### config.mk
export PLATFORM = sky130hd
export DESIGN_NAME = pipe_stage_reg
export DESIGN_NICKNAME = d
export VERILOG_FILES = /design/src/rtl/pipe_pkg.sv /design/src/rtl/pipe_skid_slot.sv /design/src/rtl/pipe_stage_reg.sv
export SDC_FILE = /design/constraint.sdc
export NUM_CORES = 1
export LEC_CHECK = 0
export ABC_AREA = 1
export BUFFER_PORTS_ARGS = -buffer_cell sky130_fd_sc_hd__clkbuf_2
export CORE_ASPECT_RATIO = 0.9
export CORE_MARGIN = 3
export CORE_UTILIZATION = 41
export CTS_CLUSTER_DIAMETER = 150
export DETAILED_ROUTE_END_ITERATION = 10
export PLACE_DENSITY_LB_ADDON = 0.3
export SLEW_MARGIN = 30
export SYNTH_ARGS = -nofsm -noshare
export SYNTH_HDL_FRONTEND = slang
export SYNTH_SLANG_ARGS = --single-unit
### constraint.sdc
create_clock -name clk -period 1 [get_ports clk]
set_clock_uncertainty 0.05 [all_clocks]
set_input_delay 0.15 -clock clk [delete_from_list [all_inputs] [get_ports clk]]
set_output_delay 0.15 -clock clk [all_outputs]
set_load 0.02 [all_outputs]
### src/rtl/pipe_pkg.sv
// Shared pipeline types and constants.
// Used by stage registers and the hazard unit.
package pipe_pkg;

  localparam int XLEN = 32;
  localparam logic [31:0] NOP_INSTR = 32'h0000_0013;

  typedef struct packed {
    logic stall;
    logic flush;
  } pipe_ctrl_t;

endpackage

### src/rtl/pipe_skid_slot.sv
// One-entry skid slot: WIDTH payload + valid.
// Ports: clk, rst, clear, load, unload, load_data -> valid, data.
module pipe_skid_slot
  import pipe_pkg::*;
#(
  parameter int WIDTH = XLEN
) (
  input  logic             clk,
  input  logic             rst,
  input  logic             clear,
  input  logic             load,
  input  logic             unload,
  input  logic [WIDTH-1:0] load_data,
  output logic             valid,
  output logic [WIDTH-1:0] data
);

  logic             valid_q, valid_d;
  logic [WIDTH-1:0] data_q, data_d;

  always_comb begin
    valid_d = valid_q;
    data_d  = data_q;
    if (clear) begin
      valid_d = 1'b0;
    end else if (load) begin
      valid_d = 1'b1;
      data_d  = load_data;
    end else if (unload) begin
      valid_d = 1'b0;
    end
  end

  always_ff @(posedge clk or posedge rst) begin
    if (rst) begin
      valid_q <= 1'b0;
      data_q  <= '0;
    end else begin
      valid_q <= valid_d;
      data_q  <= data_d;
    end
  end

  assign valid = valid_q;
  assign data  = data_q;

endmodule

### src/rtl/pipe_stage_reg.sv
// Pipeline stage register: valid/ready, stall hold, flush bubble.
// Ports: clk, rst, stall, flush, in_*/out_* handshakes; PIPE_STAGE_SKID_EN adds skid.
module pipe_stage_reg
  import pipe_pkg::*;
#(
  parameter int               WIDTH      = XLEN,
  parameter logic [WIDTH-1:0] RESET_VAL  = '0,
  parameter logic [WIDTH-1:0] BUBBLE_VAL = '0
) (
  input  logic             clk,
  input  logic             rst,
  input  logic             stall,
  input  logic             flush,
  input  logic             in_valid,
  input  logic [WIDTH-1:0] in_data,
  output logic             in_ready,
  output logic             out_valid,
  output logic [WIDTH-1:0] out_data,
  input  logic             out_ready
);

  pipe_ctrl_t       ctrl;
  logic             valid_q, valid_d;
  logic [WIDTH-1:0] data_q, data_d;
  logic             adv;

  assign ctrl      = '{stall: stall, flush: flush};
  assign adv       = !valid_q | out_ready;
  assign out_valid = valid_q;
  assign out_data  = data_q;

`ifdef PIPE_STAGE_SKID_EN
  logic             down;
  logic             up;
  logic             skid_valid;
  logic             skid_load;
  logic             skid_unload;
  logic [WIDTH-1:0] skid_data;

  assign in_ready = !skid_valid & !ctrl.stall
                  & !ctrl.flush & !rst;
  assign down = valid_q & out_ready
              & !ctrl.stall & !ctrl.flush;
  assign up   = in_valid & in_ready;

  // Park only when main is full and not draining.
  assign skid_load   = up & valid_q & !down;
  assign skid_unload = skid_valid & down;

  pipe_skid_slot #(
    .WIDTH(WIDTH)
  ) u_skid (
    .clk      (clk),
    .rst      (rst),
    .clear    (ctrl.flush),
    .load     (skid_load),
    .unload   (skid_unload),
    .load_data(in_data),
    .valid    (skid_valid),
    .data     (skid_data)
  );

  always_comb begin
    valid_d = valid_q;
    data_d  = data_q;
    if (ctrl.flush) begin
      valid_d = 1'b0;
      data_d  = BUBBLE_VAL;
    end else if (ctrl.stall) begin
      valid_d = valid_q;
    end else if (skid_valid) begin
      // Older skid entry refills main first.
      if (down) begin
        valid_d = 1'b1;
        data_d  = skid_data;
      end
    end else if (adv) begin
      valid_d = in_valid;
      if (in_valid) data_d = in_data;
    end
  end
`else
  assign in_ready = adv & !ctrl.stall
                  & !ctrl.flush & !rst;

  always_comb begin
    valid_d = valid_q;
    data_d  = data_q;
    if (ctrl.flush) begin
      valid_d = 1'b0;
      data_d  = BUBBLE_VAL;
    end else if (ctrl.stall) begin
      valid_d = valid_q;
    end else if (adv) begin
      valid_d = in_valid;
      if (in_valid) data_d = in_data;
    end
  end
`endif

  always_ff @(posedge clk or posedge rst) begin
    if (rst) begin
      valid_q <= 1'b0;
      data_q  <= RESET_VAL;
    end else begin
      valid_q <= valid_d;
      data_q  <= data_d;
    end
  end

endmodule

==> impl_metrics.tcl <==
set metrics [dict create \
    outcome "finished, violations left" \
    violations "setup timing" \
    grt_pass1_vias 1498 \
    vias 1609 \
    drv_slew 0 \
    dieArea_mm2 0.00434 \
    worstPathRequired_ns 0.80 \
    finalInstanceArea_mm2 0.00260 \
    fin_ws_ns -0.324 \
    p_sw_mw 0.934 \
    sw_frac_of_total_pct 27.4 \
    layout_common_cells "37 x clkbuf_2, 33 x nand2_1, 32 x nand4_1, 32 x dfrtp_1, 31 x nand3_1" \
    die_w_um 69.1 \
    synthXorXnorAreaFrac_pct 0 \
    crit_arrival_ns 1.12 \
    power.internal_mw 2.48 \
    synth.area.top_cells "dfrtp_1 56%, nand4_1 14%, nand3_1 11%" \
    muxShareOfSynthArea_pct 0 \
    root_buffer "clkbuf_8" \
    area_growth_pct 76.8 \
    io_pins 72 \
    synth_warnings 0 \
    dpl.cell_count 268 \
    synth_top_family_by_area "simple AND/OR/NAND/NOR gates" \
    antenna_found_initial 0 \
    fin_nets 297 \
    critPathLaunchType "flop" \
    port_buffers 71 \
    cts_buffer_depth 2 \
    syn_inst 158 \
    worstHoldPathType "in -> reg" \
    maxCapViolCount 0 \
    fmax_mhz 756 \
    combPwrFrac_pct 24.6 \
    drt_iter0_markers 184 \
    path_class "reg -> out" \
    yosys.area_share.simple_pct 36.0 \
    drc 0 \
    cts_sinks 33 \
    placed_cell_area_mm2 0.00194 \
    viasPerCell 5.33 \
    layoutNonFillerInstCount 302 \
    synthesis.nets 196 \
    wl_um 4810 \
    synth-seq-area-share_pct 56.2 \
    regArea_um2 827 \
    synth_compound_area_share_pct 0.341 \
    yosys.area.top_type "dfrtp_1" \
    worst_pin_slew_ns 0.203 \
    grtUsageTotal_pct 21.6 \
    htreeDepth 2 \
    firstDrtPassIters 4 \
    yosysTopAreaCellShare_pct 56.2 \
    avgSynthCellArea_um2 9.30 \
    cts_tree "built" \
    drive_gt1_share_pct 49.6 \
    design_power_total_mw 3.41 \
    clk_pin_slew_ns 0.07 \
    initial_core_util_pct 45.4 \
    core_area_mm2 0.00323 \
    syn-cell-area_mm2 0.00147 \
    diodes 0 \
    final_hold_viol_count 0 \
    std_cell_rows 19 \
    worstSkewPairLatency_ns 0.29 \
    dp_hpwl_um 2700 \
    grt_max_degree 34 \
    power_density_mw_per_mm2 1310 \
    ys_ff_latch 33 \
    max-slew-margin-rel_pct 86.5 \
    synthAdderAreaFrac_pct 0 \
    ys_types 13 \
    fillerInstances 203 \
    cp-end-kind "primary output" \
    globalplace.congestion 0.796 \
    grt_pass1_wl_um 7420 \
    rsz0062_at_grt "true" \
    path_max_fanout 2 \
    postRouteAntennaNets 0 \
    period_share_pct 132 \
    numCtsBuffers 5 \
    multi_input_area_um2 574 \
    finalCriticalPeriod_ns 1.32 \
    grt_overflow 0 \
    layout_commonest_cell "clkbuf_2" \
    power_frac_clock_pct 31.9 \
    pwr-share-seq_pct 43.5 \
    leakage_nw 1.42 \
    finalSetupViolCount 67 \
    fp.dieH_um 62.8 \
    max-vdd-ir-drop_uv 990 \
    avgRoutedWirePerCell_um 15.9 \
]
[per-stage QoR]
stage	setup WS, ns	TNS, ns	util, %	hold slack [ns]
4_1_cts	-0.308	-8.58	72.8	0.0409
2_1_floorplan	-0.0759	-2.28	-	0.159
5_1_grt	-0.387	-12.89	80.3	0.0541
6_report	-0.324	-9.75	80.3	0.0534
3_3_place_gp	-0.0904	-1.33	59.9	0.185
3_5_place_dp	-0.109	-1.88	59.9	0.187
[flip-flops by register name (all words and copies together) (netlist names)]
name	count
out_valid	1
out_data	32
[cell usage after synthesis, drive strengths merged]
| cell | count |
|---|---|
| nand3 | 34 |
| inv | 5 |
| nand4 | 32 |
| nand2 | 36 |
| nor2 | 1 |
| nor3 | 1 |
| a21oi | 1 |
| buf | 15 |
| dfrtp | 33 |
[worst paths after layout]
check	start	to	slack (ns)	cells past startpoint
worst max-delay path	out_valid	in_ready	-0.32	4
worst min-delay path	in_data[18]	out_data[18]	0.05	3
worst max register to register	out_valid	out_data[19]	-0.30	7
worst min register to register	out_data[16]	out_data[16]	0.49	2
max in group asynchronous	rst	out_data[24]	0.27	4
min in group asynchronous	rst	out_data[0]	0.45	4
[power groups by stage]
| stage | registers [mW] | clock network (mW) | logic [mW] |
|---|---|---|---|
| 2_1_floorplan | 1.60 | 0 | 0.215 |
| 3_3_place_gp | 1.49 | 0 | 0.552 |
| 3_5_place_dp | 1.50 | 0 | 0.555 |
| 4_1_cts | 1.47 | 1.11 | 0.711 |
| 5_1_grt | 1.49 | 1.17 | 0.898 |
| 6_report | 1.49 | 1.09 | 0.840 |
[cell type report]
class                      count  share of cell area (%)
multi-input combinational    105                    22.1
clock buffer                   7                    3.71
inverter                       5                   0.723
timing repair buffer         109                    39.4
tap                           42                    2.02
sequential                    33                    31.8
clock inverter                 1                   0.193
[metal layers]
layer	vias to the layer above	global-route usage (%)	share of wire [%]
met2	70	34.9	52
met4	0	8.05	1.4
met5	-	0	0
met3	6	6.43	6.7
li1	763	-	-
met1	770	27.4	40
[critical path, stage by stage, from the launching register on]
cell and delay [ns]:
dfrtp_2 0.41, nand2_2 0.08, nand2_2 0.07, nor3_4 0.11, clkbuf_8 0.16
[logic make-up after synthesis]
kind of cell | count (synthesis)
buffers and inverters | 20
and+or+nand+nor | 104
AOI/OAI and AO/OA | 1
DFF | 33
[timing repair]
action,in CTS,in global routing
hold buffers,1,0
gates cloned,3,1
hold endpoints to repair,33,0
gates resized for setup,27,74
buffers inserted,14,7
setup endpoints to repair,67,67
pin swaps,1,0
Power figures use the tool's default switching activity.
